==> src/rtl/alu_out_pkg_hdl.sv <==
// Shared opcode encodings, default widths and responder state type for the alu_out responder.
package alu_out_pkg_hdl;

    localparam int unsigned ALU_OUT_OPERAND_WIDTH = 8;
    localparam int unsigned ALU_OUT_RESULT_WIDTH  = 16;
    localparam int unsigned ALU_OUT_STAT_WIDTH    = 16;
    localparam int unsigned ALU_OUT_CNT_WIDTH     = 4;

    typedef enum bit [2:0] {
        no_op  = 3'b000,
        add_op = 3'b001,
        and_op = 3'b010,
        xor_op = 3'b011,
        mul_op = 3'b100,
        rst_op = 3'b111
    } alu_out_op_t;

    typedef enum {IDLE, EXEC, DONE} alu_out_resp_state_t;

endpackage

==> src/rtl/alu_out_responder_datapath.sv <==
// Combinational op/a/b to next-result evaluation; reserved and non-arithmetic ops yield zero.
module alu_out_responder_datapath
    import alu_out_pkg_hdl::*;
#(
    parameter int unsigned OPERAND_WIDTH = ALU_OUT_OPERAND_WIDTH,
    parameter int unsigned RESULT_WIDTH  = 2 * OPERAND_WIDTH
) (
    input  logic [2:0]               op,
    input  logic [OPERAND_WIDTH-1:0] a,
    input  logic [OPERAND_WIDTH-1:0] b,
    output logic [RESULT_WIDTH-1:0]  result_c
);

    // Operands are zero-extended first so carry and full product are kept.
    always_comb begin
        result_c = '0;
        case (op)
            add_op:  result_c = RESULT_WIDTH'(a) + RESULT_WIDTH'(b);
            and_op:  result_c = RESULT_WIDTH'(a & b);
            xor_op:  result_c = RESULT_WIDTH'(a ^ b);
            mul_op:  result_c = RESULT_WIDTH'(a) * RESULT_WIDTH'(b);
            default: result_c = '0;
        endcase
    end

endmodule

==> src/rtl/alu_out_responder.sv <==
// ALU execution block producing one-cycle done pulses on the alu_out interface.
// Optional statistics outputs (op_count, busy) under `ALU_OUT_RESPONDER_STATS_EN.
module alu_out_responder
    import alu_out_pkg_hdl::*;
#(
    parameter int unsigned OPERAND_WIDTH = ALU_OUT_OPERAND_WIDTH,
    parameter int unsigned RESULT_WIDTH  = 2 * OPERAND_WIDTH,
    parameter int unsigned MUL_LATENCY   = 3
) (
    input  logic                     clk,
    input  logic                     rst,
    input  logic                     valid,
    output logic                     ready,
    input  logic [2:0]               op,
    input  logic [OPERAND_WIDTH-1:0] a,
    input  logic [OPERAND_WIDTH-1:0] b,
    output logic                     done,
    output logic [RESULT_WIDTH-1:0]  result
`ifdef ALU_OUT_RESPONDER_STATS_EN
    ,
    output logic [ALU_OUT_STAT_WIDTH-1:0] op_count,
    output logic                          busy
`endif
);

    localparam int unsigned CNT_W = ALU_OUT_CNT_WIDTH;

    alu_out_resp_state_t       state;
    logic [CNT_W-1:0]          cnt;
    logic [2:0]                op_q;
    logic [OPERAND_WIDTH-1:0]  a_q;
    logic [OPERAND_WIDTH-1:0]  b_q;
    logic [RESULT_WIDTH-1:0]   next_result_c;

    alu_out_responder_datapath #(
        .OPERAND_WIDTH (OPERAND_WIDTH),
        .RESULT_WIDTH  (RESULT_WIDTH)
    ) u_datapath (
        .op       (op_q),
        .a        (a_q),
        .b        (b_q),
        .result_c (next_result_c)
    );

    // FSM, latency counter and all output registers.
    always_ff @(posedge clk or negedge rst) begin
        if (!rst) begin
            state  <= IDLE;
            ready  <= 1'b0;
            done   <= 1'b0;
            result <= '0;
            cnt    <= '0;
            op_q   <= '0;
            a_q    <= '0;
            b_q    <= '0;
`ifdef ALU_OUT_RESPONDER_STATS_EN
            op_count <= '0;
            busy     <= 1'b0;
`endif
        end else begin
            done <= 1'b0;
            case (state)
                IDLE: begin
                    ready <= 1'b1;
                    if (valid && ready) begin
                        op_q <= op;
                        a_q  <= a;
                        b_q  <= b;
                        case (op)
                            add_op, and_op, xor_op, mul_op: begin
                                state <= EXEC;
                                ready <= 1'b0;
                                cnt   <= (op == mul_op) ? CNT_W'(MUL_LATENCY - 1) : '0;
`ifdef ALU_OUT_RESPONDER_STATS_EN
                                busy  <= 1'b1;
`endif
                            end
                            rst_op: begin
                                result <= '0;
`ifdef ALU_OUT_RESPONDER_STATS_EN
                                op_count <= '0;
`endif
                            end
                            default: ;
                        endcase
                    end
                end
                EXEC: begin
                    ready <= 1'b0;
                    if (cnt == '0) begin
                        result <= next_result_c;
                        done   <= 1'b1;
                        state  <= DONE;
`ifdef ALU_OUT_RESPONDER_STATS_EN
                        if (op_count != '1) begin
                            op_count <= op_count + ALU_OUT_STAT_WIDTH'(1);
                        end
`endif
                    end else begin
                        cnt <= cnt - CNT_W'(1);
                    end
                end
                DONE: begin
                    // One-cycle bubble before the next request can be taken.
                    state <= IDLE;
                    ready <= 1'b1;
`ifdef ALU_OUT_RESPONDER_STATS_EN
                    busy  <= 1'b0;
`endif
                end
                default: begin
                    state <= IDLE;
                    ready <= 1'b0;
                end
            endcase
        end
    end

endmodule
==> config.mk <==
export PLATFORM = sky130hd
export DESIGN_NAME = alu_out_responder
export DESIGN_NICKNAME = d
export VERILOG_FILES = /design/src/rtl/alu_out_pkg_hdl.sv /design/src/rtl/alu_out_responder_datapath.sv /design/src/rtl/alu_out_responder.sv
export SDC_FILE = /design/constraint.sdc
export NUM_CORES = 1
export LEC_CHECK = 0
export BUFFER_PORTS_ARGS = -buffer_cell sky130_fd_sc_hd__buf_2
export CAP_MARGIN = 30
export CORE_ASPECT_RATIO = 1.25
export CORE_MARGIN = 3
export CORE_UTILIZATION = 63
export CTS_BUF_LIST = sky130_fd_sc_hd__clkbuf_8
export DETAILED_ROUTE_END_ITERATION = 8
export GPL_ROUTABILITY_DRIVEN = 0
export GPL_TIMING_DRIVEN = 0
export MAX_ROUTING_LAYER = met4
export PLACE_DENSITY = 0.8
export SETUP_SLACK_MARGIN = 0.1
export SYNTH_ARGS = -nofsm -noshare
export SYNTH_HDL_FRONTEND = slang
export SYNTH_SLANG_ARGS = --single-unit
export TNS_END_PERCENT = 30
==> constraint.sdc <==
create_clock -name clk -period 9.3 [get_ports clk]
set_input_delay 0.93 -clock clk [delete_from_list [all_inputs] [get_ports clk]]
set_output_delay 0.93 -clock clk [all_outputs]
set_load 0.01 [all_outputs]
==> impl_metrics.ini, run 1 <==
[run_status]
status = finished clean

[sta]
rsz0062_at_grt = false
final.setup.tns_ns = 0
finalClockSkew_ns = 0.00672
finalSetupViolCount = 0
slew-limit-headroom_pct = 46.4
hold_violations = 0
min_period_ns = 4.68
post-route-period-util_pct = 50.3
max_freq_mhz = 214
drv_slew = 0
worst_pin_slew_ns = 0.804

[synth]
yosys_warnings = 0
synthesis.area_sq_um = 4340
synth_cell_type_count = 54
synthCells = 449
ys_seq_area_share_pct = 24.8
synth_fp_nets = 554
synth_edf_count = 0
synth_flop_cell = dfrtp_1
synth-seq-cells = 43
avgSynthCellArea_sq_um = 9.66
synthArstFlopShare_pct = 100

[grt]
grt.overflow.total = 0
grt_usage_pct = 28.5
grt_max_degree = 44
grt_pass1_wl_mm = 17.2
grt_pass1_vias = 3585
antenna_found_initial = 0

[worst_setup_path]
crit_start = a_q[3]
reg2reg_from = a_q[3]
critical_path_class = register to register
end_kind = register
cp_max_fo = 9
arrival_ns = 4.91
cp.required_ns = 9.54
cp-start-kind = register

[clock_tree]
worstSkewPairLatency_ns = 0.30
ctsHoldBuffers = 0
cts.repair.resized = 0
root_buffer = clkbuf_8
cts_tree = done
cts_max_level = 2
postCtsSetupBuffers = 0
cts.sinks = 43
cts_made_buffers = 5
clockBufferDepth = 2
clk_pin_slew_ns = 0.09

[detailed_routing]
dr_total_vias = 3473
ant_nets = 0
wirelength_mm = 9.92
drt_iter0_drc = 195
viasPerCell = 5.95
wl_per_cell_microns = 17.0
dr.pass1.iters = 4
drc = 0

[floorplan]
initial_core_util_pct = 65.6
die-width_microns = 80.2
ioPinCount = 40
coreArea_sq_um = 6610
fp-row-count = 33
die_y_microns = 98.8
die-area_sq_um = 7920

[cells_and_area]
fillers = 492
final_util_pct = 72.1
mostFrequentLayoutCell = inv_1
diodes = 0
area.growth.synth_to_final_pct = 9.78
drive_above_1_share_pct = 15.5
final_cell_mix = 59 x inv_1, 47 x and2_1, 46 x ha_1
final_nets = 601

[hold_path]
hold_class = input port to async pin

[placement]
hpwl_mm = 7.85
portBuffers = 39

[job]
cap_viol_max_count = 0
[synthesized netlist by cell type (all sizes together) (6+ instances only)]
cell type | number | area, sq um
nand2 | 34 | 128
inv | 58 | 218
a21o | 7 | 52.6
o21ai | 22 | 110
fa | 37 | 741
dfrtp | 43 | 1080
mux2i | 6 | 60.1
nand3 | 9 | 45.0
and2 | 47 | 294
clkbuf | 6 | 32.5
a21oi | 16 | 80.1
nor2 | 18 | 70.1
xnor2 | 7 | 61.3
mux2 | 21 | 236
ha | 46 | 576
[critical path, cell delays in order (launching register included)]
cell,delay [ns]
dfrtp_1,0.58
nand2_1,0.14
fa_1,0.51
fa_1,0.50
inv_1,0.06
fa_1,0.53
inv_1,0.05
fa_1,0.53
inv_1,0.07
ha_1,0.33
o21ai_0,0.12
o21ai_0,0.44
a21oi_1,0.15
or4_1,0.50
nand3_1,0.10
[layout make-up]
| class | instances | area (sq um) | area share [%] |
|---|---|---|---|
| clock inverters | 1 | 3.75 | 0.0788 |
| multi-input cells | 340 | 2990 | 62.8 |
| flip-flops and latches | 43 | 1080 | 22.6 |
| clock buffers | 7 | 96.3 | 2.02 |
| inverters | 58 | 218 | 4.57 |
| well taps | 87 | 109 | 2.29 |
| repair buffers | 40 | 215 | 4.52 |
| plain buffers | 8 | 55.1 | 1.16 |
[registers in the layout, summed over array words and instances (netlist names)]
| signal | count |
|---|---|
| b_q | 8 |
| state | 2 |
| done | 1 |
| op_q | 3 |
| result | 16 |
| ready | 1 |
| cnt | 4 |
| a_q | 8 |
[final timing paths]
path,cells past startpoint,to,slack (ns)
worst max register to register,14,result[15],4.62
worst max-delay path,14,result[15],4.62
max in group asynchronous,2,result[5],8.38
min in group clk,2,result[11],0.48
worst min register to register,2,result[11],0.48
worst min-delay path,1,a_q[2],0.47
[cell families after synthesis]
group | after synthesis | share of synthesized area, %
AO/OA/AOI/OAI | 87 | 13.4
XOR/XNOR | 8 | 1.62
adder cells (fa/ha/maj) | 83 | 30.4
buffers and inverters | 66 | 6.29
flip-flops | 43 | 24.8
multiplexers | 27 | 6.84
AND/OR/NAND/NOR | 135 | 16.6
[metal layers]
metal / wire length (microns) / vias to the layer above / track usage (%)
met5: 0 / - / -
met4: 259 / 0 / 10.0
met3: 281 / 23 / 2.65
met2: 5260 / 89 / 48.0
met1: 4110 / 1723 / 35.6
li1: - / 1638 / -
[stage by stage]
step                      cell area, sq um  cells  hold WS [ns]  setup WS, ns
after floorplan                       4340    449         0.485          5.13
after global placement                4640    575         0.458          4.73
after detailed placement              4640    575         0.462          4.68
after CTS                             4740    583         0.482          4.66
after global routing                  4760    584         0.472          4.34
final                                 4760    584         0.467          4.62
Power of run 1 is left out: the tool's default activity adds up to more than one toggle a clock period on the data nets, which glitch-free logic cannot reach.
==> inputs of run 2 (changes only) <==
--- a/config.mk
+++ b/config.mk
@@ -9,13 +9,13 @@
 export CAP_MARGIN = 30
 export CORE_ASPECT_RATIO = 1.25
 export CORE_MARGIN = 3
-export CORE_UTILIZATION = 63
+export CORE_UTILIZATION = 56
 export CTS_BUF_LIST = sky130_fd_sc_hd__clkbuf_8
 export DETAILED_ROUTE_END_ITERATION = 8
 export GPL_ROUTABILITY_DRIVEN = 0
 export GPL_TIMING_DRIVEN = 0
 export MAX_ROUTING_LAYER = met4
-export PLACE_DENSITY = 0.8
+export PLACE_DENSITY = 0.75
 export SETUP_SLACK_MARGIN = 0.1
 export SYNTH_ARGS = -nofsm -noshare
 export SYNTH_HDL_FRONTEND = slang
==> constraint.sdc (replaced) <==
create_clock -name clk -period 3.95 [get_ports clk]
set_input_delay 0.395 -clock clk [delete_from_list [all_inputs] [get_ports clk]]
set_output_delay 0.395 -clock clk [all_outputs]
set_load 0.01 [all_outputs]
==> impl_metrics.ini, run 2 (same netlist as run 1, synthesis figures left out) <==
[cells_and_area]
fillers = 592
final_cell_mix = 55 x inv_1, 40 x buf_2, 37 x and2_1
largest_register = result
fin_cells = 606
area.growth.synth_to_final_pct = 20.0
largest_reg_flops = 16
diodes = 0
drive_above_1_share_pct = 30.2
mostFrequentLayoutCell = inv_1
final_nets = 618
final_util_pct = 69.9
reg.largest.list = result: 16 flops, a_q: 8 flops, b_q: 8 flops

[detailed_routing]
dr_total_vias = 3534
wl_per_cell_microns = 17.4
drc = 0
dr.pass1.iters = 4
wirelength_mm = 10.6
viasPerCell = 5.83
drt_iter0_drc = 149
ant_nets = 0

[clock_tree]
clockBufferDepth = 2
clk_pin_slew_ns = 0.10
cts.sinks = 43
ctsHoldBuffers = 0
cts_made_buffers = 5
cts_tree = done
cts_max_level = 2
worstSkewPairLatency_ns = 0.31
root_buffer = clkbuf_8

[worst_setup_path]
reg2reg_depth = 13
critical_path_class = register to register
cp.required_ns = 4.14
critPathSlowestCell = fa_1
cp-start-kind = register
cp-endpoint = result[14]
cp_cell_sequence = and2_4, fa_1, fa_1, fa_1, inv_1, fa_1, inv_2, ha_4, nand2_4, o21ai_4, o2111ai_2, a21o_1, a32o_1
crit_start = a_q[3]
regToRegEndpoint = result[14]
cp_max_fo = 7
cp_slowest_stage_delay_ns = 0.56
end_kind = register
arrival_ns = 4.29
rrSetupSlack_ns = -0.15
reg2reg_from = a_q[3]
cp_common_cell = fa_1

[grt]
grt_usage_pct = 26.1
grt_max_degree = 44
grt_pass1_vias = 3741
grt.overflow.total = 0
grt_pass1_wl_mm = 18.2
antenna_found_initial = 0

[sta]
slew-limit-headroom_pct = 51.9
finalClockSkew_ns = 0.0151
hold_violations = 0
drv_slew = 0
layout_setup_ws_ns = -0.148
post-route-period-util_pct = 104
worst_pin_slew_ns = 0.722
min_period_ns = 4.10
finalSetupViolCount = 3
final.setup.tns_ns = -0.419
max_freq_mhz = 244
rsz0062_at_grt = true

[run_status]
violations = setup timing
status = complete, but fails checks

[floorplan]
die_y_microns = 104
fp-row-count = 35
die-width_microns = 84.7
ioPinCount = 40
die-area_sq_um = 8840
initial_core_util_pct = 58.3
coreArea_sq_um = 7440

[hold_path]
hold_class = input port to async pin

[job]
cap_viol_max_count = 0

[placement]
portBuffers = 39
hpwl_mm = 7.80
numPlacedInstances = 580
==> run 2: cell count changes in the layout (fill, tap and decap cells not counted), moves of 7 or more <==
| cell | delta |
|---|---|
| and2_4 | +10 |
| and2_1 | -10 |
| ha_4 | +9 |
| dfrtp_1 | -13 |
| dfrtp_2 | +13 |
| o21ai_0 | -7 |
| ha_1 | -12 |
| buf_4 | +11 |
==> run 2: routing by layer <==
| layer | up-vias | global-route usage (%) | part of all wire [%] |
|---|---|---|---|
| met1 | 1768 | 33.7 | 44 |
| li1 | 1667 | - | - |
| met2 | 80 | 44.2 | 51 |
| met4 | 0 | 6.00 | 2.2 |
| met3 | 19 | 2.85 | 3.5 |
| met5 | - | - | 0 |
==> run 2: metrics by stage <==
stage	area, sq um	setup WS [ns]	hold WS, ns
floorplan	4440	0.0949	0.0994
global placement	4750	-0.221	0.463
detailed placement	4750	-0.300	0.470
CTS	5110	-0.122	0.272
global route	5200	-0.265	0.0900
finish	5200	-0.148	0.0634
==> run 2: worst max-delay path, delay by kind of cell, from the launching register on <==
| family | cells | cell delay (ns) |
|---|---|---|
| AND/OR/NAND/NOR | 2 | 0.25 |
| AO/OA/AOI/OAI | 4 | 0.76 |
| flip-flops | 1 | 0.52 |
| buffers and inverters | 2 | 0.10 |
| adder cells (fa/ha/maj) | 5 | 2.33 |
==> run 2: final cells by class <==
type,instances,area (sq um),share of cell area [%]
inverter,58,218,4.18
multi-input combinational,340,3250,62.5
sequential,43,1090,21.0
clock buffer,6,82.6,1.59
tap,92,115,2.21
timing repair buffer,57,375,7.21
clock inverter,2,13.8,0.264
buffer,8,55.1,1.06
==> run 2: repair_timing <==
item                                    CTS  global route
pin swaps                                33            11
buffers inserted                         15             2
endpoints found under the setup margin   10            10
cloned                                    0             0
resized for setup                        46            11
==> run 2: how the worst min path moves through the flow <==
stage                      end       start  slack [ns]
floorplan               a_q[0]         rst         0.1
detailed placement  result[11]  result[11]        0.47
global placement    result[11]  result[11]        0.46
CTS                      ready         rst        0.27
finish                 op_q[1]         rst        0.06
global route           op_q[1]         rst        0.09
Power of run 2 is left out for the same reason.
